## src/rtl/wrap_event_scheduler.sv

```systemverilog
// Wrap event scheduler: waiters post a one-cycle request and are released on a later
// wrap of a free-running counter, either one at a time (round-robin) or all together.
module wrap_event_scheduler #(
  parameter int N_REQ = 4,
  parameter int CNT_W = 4,
  parameter int TS_W  = 16
) (
  input  logic             clk,
  input  logic             rst,
  input  logic             cnt_en,
  input  logic             bcast,
  input  logic [N_REQ-1:0] req,
  output logic [CNT_W-1:0] cnt,
  output logic             wrap_pulse,
  output logic [N_REQ-1:0] done,
  output logic [TS_W-1:0]  done_ts,
  output logic [N_REQ-1:0] pending,
  output logic             req_drop
);

  localparam int PTR_W = (N_REQ > 1) ? $clog2(N_REQ) : 1;
  localparam logic [PTR_W:0] N_LIM = (PTR_W + 1)'(N_REQ);

  logic [TS_W-1:0]    time_q;
  logic [PTR_W-1:0]   ptr;
  logic [PTR_W-1:0]   ptr_next;
  logic [N_REQ-1:0]   pending_next;
  logic               drop_next;
  logic               wrap_edge;
  logic [N_REQ-1:0]   rel;
  logic [2*N_REQ-1:0] dbl;
  logic [N_REQ-1:0]   rot;
  logic               found;
  logic [PTR_W-1:0]   offset;
  logic [PTR_W:0]     sum;
  logic [PTR_W:0]     grant_wide;
  logic [PTR_W-1:0]   grant;
  logic [PTR_W:0]     succ;

  always_ff @(posedge clk) begin
    if (rst) begin
      time_q     <= '0;
      cnt        <= '0;
      wrap_pulse <= 1'b0;
      done       <= '0;
      done_ts    <= '0;
      pending    <= '0;
      req_drop   <= 1'b0;
      ptr        <= '0;
    end else begin
      time_q     <= time_q + TS_W'(1);
      cnt        <= cnt_en ? cnt + CNT_W'(1) : cnt;
      wrap_pulse <= wrap_edge;
      done       <= rel;
      if (|rel) done_ts <= time_q + TS_W'(1);
      pending    <= pending_next;
      req_drop   <= drop_next;
      ptr        <= ptr_next;
    end
  end

  // Rotate pending so the pointer sits at bit 0; the lowest set bit is the grant offset.
  always_comb begin
    wrap_edge = cnt_en && (cnt == '1);
    dbl       = {pending, pending} >> ptr;
    rot       = dbl[N_REQ-1:0];
    found     = 1'b0;
    offset    = '0;
    for (int k = N_REQ - 1; k >= 0; k--) begin
      if (rot[k]) begin
        found  = 1'b1;
        offset = PTR_W'(k);
      end
    end
    sum        = {1'b0, ptr} + {1'b0, offset};
    grant_wide = (sum >= N_LIM) ? sum - N_LIM : sum;
    grant      = grant_wide[PTR_W-1:0];
    succ       = {1'b0, grant} + (PTR_W + 1)'(1);
  end

  // Eligibility uses the registered pending bits, so a request landing on the wrap edge waits a full wrap.
  always_comb begin
    rel      = '0;
    ptr_next = ptr;
    if (wrap_edge) begin
      if (bcast) begin
        rel = pending;
      end else if (found) begin
        rel[grant] = 1'b1;
        ptr_next   = (succ == N_LIM) ? '0 : succ[PTR_W-1:0];
      end
    end
    pending_next = (pending & ~rel) | (req & ~pending);
    drop_next    = req_drop | (|(req & pending));
  end

endmodule

```

## config.mk

```make
export PLATFORM = sky130hd
export DESIGN_NAME = wrap_event_scheduler
export DESIGN_NICKNAME = d
export VERILOG_FILES = /design/src/rtl/wrap_event_scheduler.sv
export SDC_FILE = /design/constraint.sdc
export NUM_CORES = 1
export LEC_CHECK = 0
export ABC_AREA = 1
export CAP_MARGIN = 0
export CORE_AREA = 2 2 67 69
export CTS_BUF_LIST = sky130_fd_sc_hd__clkbuf_4
export DETAILED_ROUTE_END_ITERATION = 8
export DIE_AREA = 0 0 69 71
export PLACE_DENSITY = 0.78
export SYNTH_ARGS = -nofsm -noshare
export SYNTH_HDL_FRONTEND = slang
export SYNTH_SLANG_ARGS = --single-unit
```

## constraint.sdc

```tcl
create_clock -name clk -period 4.4 [get_ports clk]
set_input_delay 0.66 -clock clk [delete_from_list [all_inputs] [get_ports clk]]
set_output_delay 0.66 -clock clk [all_outputs]
set_load 0.01 [all_outputs]
```

== Yosys cells after proc, flatten, opt, wreduce, memory -nomap -nowiden ==
Cells that the tools add are included.

* Add/subtract/negate cells: 5
* $lt $le $gt $ge: 3
* Equal/unequal tests: 2
* Shift-type cells: 1
* Muxes and demuxes: 15
* Bitwise logic cells: 8
* Reduce and logical (&&, ||, !) cells: 5

{| class="wikitable"
|+ Operators by type and width
! kind !! count
|-
| adder 16 x 1 -> 16 bit, second input constant || 1
|-
| bitwise AND 4 bit || 3
|-
| 2-to-1 mux 2 bit || 6
|-
| 2-to-1 mux 4 bit || 3
|-
| NOT 4 bit || 2
|-
| OR reduction 4 bit || 2
|-
| right shift 8 x 2 -> 4 bit || 1
|-
| 2-to-1 mux 1 bit || 5
|-
| adder 4 x 1 -> 4 bit, second input constant || 1
|-
| equality test 4 bit, second input constant || 1
|-
| bitwise OR 4 bit || 1
|-
| adder 2 x 1 -> 3 bit, second input constant || 1
|-
| adder 2 x 2 -> 3 bit || 1
|-
| equality test 3 bit, second input constant || 1
|-
| >= comparator 3 bit, second input constant || 1
|-
| less-than comparator 2 x 3 -> 1 bit, second input constant || 1
|-
| AND reduction 3 bit || 1
|-
| demux 1 bit (select 2 bit) || 1
|-
| >= comparator 2 x 1 -> 1 bit, second input constant || 1
|-
| logical AND 1 bit || 2
|-
| subtractor 2 x 1 -> 2 bit, second input constant || 1
|-
| NOT 1 bit || 1
|-
| bitwise OR 1 bit || 1
|}

* Register bits: 48
* Output and inout port bits: 30
* Word-level logic and storage cells: 47

== Longest topological paths before layout ==
* Depth after elaboration: 18
* Gate-level depth with buffers: 19
* Depth with buffers taken out: 18

== Worst setup path before layout ==
No wires, ideal clock.

* Kind: register to register
* From: register ptr[0]
* To: register done_ts[10]
* Setup time: 113 ps
* Data arrival time: 2,367 ps
* Required time: 4,287 ps
* Setup slack: 1,920 ps
* Stages on the path, launching flop included: 19
* Path buffers: 1
* Cells stage by stage: dfxtp_1 > inv_2 > nand2_1 > nand3_1 > nand2_1 > nand3_1 > a21boi_0 > ha_1 > xor2_1 > nand3b_1 > nand2_2 > ha_1 > nand3_1 > a21oi_2 > nor2_4 > nand3_4 > buf_4 > nor2_1 > nor2_1

* Longest elaborated chain between the ends: 16
* Elaborated cells on any way between the ends: 22
* Those cells by class: add/sub (2); order compare (3); shift (1); mux (14); reduce/logical (2)

{| class="wikitable"
|+ RTL lines
! element !! RTL line !! text
|-
| start: declaration || 25 || <nowiki>logic [PTR_W-1:0] ptr;</nowiki>
|-
| start signal: assignment || 58 || <nowiki>ptr <= ptr_next;</nowiki>
|-
| right shift 8 x 2 -> 4 bit || 65 || <nowiki>dbl = {pending, pending} >> ptr;</nowiki>
|-
| 2-to-1 mux 2 bit (4 in series) || 70 || <nowiki>if (rot[k]) begin</nowiki>
|-
| adder 2 x 2 -> 3 bit || 75 || <nowiki>sum = {1'b0, ptr} + {1'b0, offset};</nowiki>
|-
| >= comparator 3 bit / subtractor 2 x 1 -> 2 bit (equally long branches) || 76 || <nowiki>grant_wide = (sum >= N_LIM) ? sum - N_LIM : sum;</nowiki>
|-
| 2-to-1 mux 2 bit || 76 ||
|-
| less-than comparator 2 x 3 -> 1 bit (implied by the code) / >= comparator 2 x 1 -> 1 bit (equally long branches) || 89 || <nowiki>rel[grant] = 1'b1;</nowiki>
|-
| logical AND 1 bit (implied by the code) || 89 ||
|-
| 2-to-1 mux 1 bit (implied by the code) || 89 ||
|-
| demux 1 bit (select 2 bit) || 89 ||
|-
| 2-to-1 mux 4 bit (*) || 88 || <nowiki>end else if (found) begin</nowiki>
|-
| 2-to-1 mux 4 bit (*) || 86 || <nowiki>if (bcast) begin</nowiki>
|-
| 2-to-1 mux 4 bit (*) || 85 || <nowiki>if (wrap_edge) begin</nowiki>
|-
| OR reduction 4 bit (*) || 55 || <nowiki>if (|rel) done_ts <= time_q + TS_W'(1);</nowiki>
|-
| end signal: assignment || 55 ||
|-
| end: declaration || 16 || <nowiki>output logic [TS_W-1:0] done_ts,</nowiki>
|}

Mark *: on every way between the ends. The rest lies on a longest branch, timed or not.
A chain may end at the register's enable or synchronous reset.

== Final worst setup path ==
* From: register ptr[0]
* To: register done_ts[11]

Same word-level chain as after synthesis.

==> results.json <==
{
  "final_nets": 344,
  "synthesis.area_sq_mm": 0.00213,
  "ir_drop_mv": 0.166,
  "root_buffer": "clkbuf_4",
  "cts_max_level": 2,
  "cp-end-kind": "register",
  "cts_setup_buffers": 0,
  "synth_nets": 306,
  "viasPerCell": 4.79,
  "grt_pass1_wl_um": 6930,
  "cts.hold.buffers_added": 0,
  "leakagePower_nw": 1.10,
  "fin_crit_ns": 2.84,
  "pre_cts_slack_ns": 1.57,
  "yosys_warnings": 0,
  "cts.repair.resized": 0,
  "ios": 38,
  "ys_seq_area_share_pct": 45.1,
  "place_hpwl_um": 3020,
  "critical_path_arrival_ns": 3.14,
  "start_kind": "register",
  "ant_nets": 0,
  "ys_types": 27,
  "clk-insertion-delay-late_ns": 0.37,
  "crit_required_ns": 4.71,
  "clock_path_buffers": 2,
  "setup_viol": 0,
  "fin_ws_ns": 1.56,
  "drt_first_pass_iters": 7,
  "grt.total_usage_pct": 17.3,
  "die-width_um": 69,
  "grt_start_max_net_pins": 27,
  "cts_buffers": 5,
  "cellPowerDensity_mw_per_mm2": 296,
  "drtIter0Drc": 75,
  "worst_pin_slew_ns": 0.661,
  "die_h_um": 71,
  "drc": 0,
  "num_rows": 24,
  "crit_type": "reg -> reg",
  "vias": 1845,
  "finalCritPeriodShare_pct": 64.5,
  "grt_antenna_before_repair": 0,
  "status": "finished, final reports clean",
  "grt_overflow_total": 0,
  "fill_cells": 380,
  "worst_clock_skew_ns": 0.0158,
  "portBuffers": 37,
  "mostFrequentLayoutCell": "nor2_1",
  "dieArea_sq_mm": 0.00490,
  "antennaDiodeCount": 0,
  "hold_class": "reg -> reg",
  "drt_wl_total_um": 4080,
  "synthCells": 294,
  "use_met2_pct": 31.3,
  "layout_common_cells": "nor2_1, nand2_1, dfxtp_1, clkdlybuf4s50_1, inv_1",
  "start_util_pct": 50.6,
  "clock_sinks": 48,
  "synth_edf_count": 0,
  "setup-tns-final_ns": 0,
  "async_flop_share_pct": 0,
  "multi_input_area_sq_mm": 0.00103,
  "max_freq_ghz": 0.352,
  "wl_per_cell_um": 10.6,
  "finalHoldViolations": 0,
  "cp_max_fo": 26,
  "met1_usage_pct": 20.0,
  "dominantRegCellSynth": "dfxtp_1",
  "first_global_vias": 1665,
  "regArea_sq_um": 961,
  "globalRoute.busiestLayer": "met2",
  "max-slew-margin-rel_pct": 55.9,
  "max_cap_violations": 0,
  "grtUsageMet3_pct": 4.56,
  "hold_slack_ns": 0.482,
  "core_area_sq_mm": 0.00420,
  "drv_slew": 0,
  "synth_seq_cells": 48,
  "cts_tree": "yes",
  "cts.clk_slew.worst_paths_ns": 0.13,
  "syn_area_per_cell_sq_um": 7.24,
  "area_growth_pct": 22.8,
  "rsz0062_at_grt": "false",
  "place.gp.congestion": 0.811,
  "layout-drive-gt1-share_pct": 7.51
}
[Yosys cell counts, types with 2 or more instances]
cell | n | share of area [%]
or2_2 | 2 | 0.59
o21ai_0 | 6 | 1.4
a21oi_1 | 10 | 2.4
nand2_1 | 67 | 12
nand3_1 | 18 | 4.2
dfxtp_1 | 48 | 45
clkbuf_1 | 4 | 0.71
nand4_1 | 5 | 1.5
xor2_1 | 8 | 3.3
ha_1 | 4 | 2.4
inv_1 | 21 | 3.7
nand2_2 | 4 | 1.2
inv_2 | 5 | 0.88
xnor2_1 | 6 | 2.5
nor2_1 | 71 | 13
nor3_1 | 4 | 0.94
[state kept, by name, summed over array words and instances (netlist names)]
register / cells
pending: 4
req_drop: 1
time_q: 16
ptr: 2
wrap_pulse: 1
done_ts: 16
cnt: 4
done: 4
[cell type report]
| cell class | count | share of cell area, % |
|---|---|---|
| clock buffers | 5 | 1.44 |
| clock inverters | 3 | 1.63 |
| inverters | 26 | 3.74 |
| multi-input cells | 213 | 39.5 |
| flip-flops and latches | 48 | 36.8 |
| well taps | 52 | 2.49 |
| repair buffers | 38 | 14.5 |
[final timing paths]
check	startpoint	to	slack (ns)	cells past startpoint
worst min register to register	time_q[0]$_SDFF_PP0_	time_q[0]$_SDFF_PP0_	0.48	1
worst min-delay path	time_q[0]$_SDFF_PP0_	time_q[0]$_SDFF_PP0_	0.48	1
worst max register to register	ptr[0]$_SDFFE_PP0P_	done_ts[11]$_SDFFE_PP0P_	1.56	18
worst max-delay path	ptr[0]$_SDFFE_PP0P_	done_ts[11]$_SDFFE_PP0P_	1.56	18
[cells by family (layout without fill, tap and decap cells)]
logic type / after synthesis / in the layout / synth area share, %
buffers and inverters: 33 / 72 / 6.41
and+or+nand+nor: 175 / 175 / 35.0
DFF: 48 / 48 / 45.1
AOI/OAI and AO/OA: 20 / 20 / 5.35
xor gates and xnor gates: 14 / 14 / 5.76
adders and majority gates: 4 / 4 / 2.35
[metal layers]
metal	part of all wire [%]	wire (um)	vias up
met2	48	1960	37
met4	1.0	41	0
met3	3.8	157	4
met5	0	0	-
met1	47	1920	809
li1	-	-	995
[through the flow]
step	instances	total power, W	util [%]	cell area (sq um)
floorplan	294	0.000496	-	2130
global placement	377	0.000521	60.2	2530
detailed placement	377	0.000523	60.2	2530
CTS	385	0.000777	62.1	2610
global route	385	0.000810	62.1	2610
finish	385	0.000773	62.1	2610
[report_power, final]
group | switching [W] | internal, W
clock | 0.000141 | 0.000119
combinational | 0.0000343 | 0.0000282
sequential | 0.00000846 | 0.000442
total | 0.000184 | 0.000589
[worst max-delay path, cell delays in order, from the launching register on]
cell      delay, ns
dfxtp_1        0.47
inv_2          0.08
nand2_1        0.09
nand3_1        0.07
nand2_1        0.11
nand3_1        0.07
a21boi_0       0.20
ha_1           0.21
xor2_1         0.17
nand3b_1       0.17
nand2_2        0.09
ha_1           0.18
nand3_1        0.11
a21oi_2        0.08
nor2_4         0.16
nand3_4        0.25
nand2_1        0.13
nand2_1        0.06
nor2_1         0.10
(Power assumes the default switching activity.)
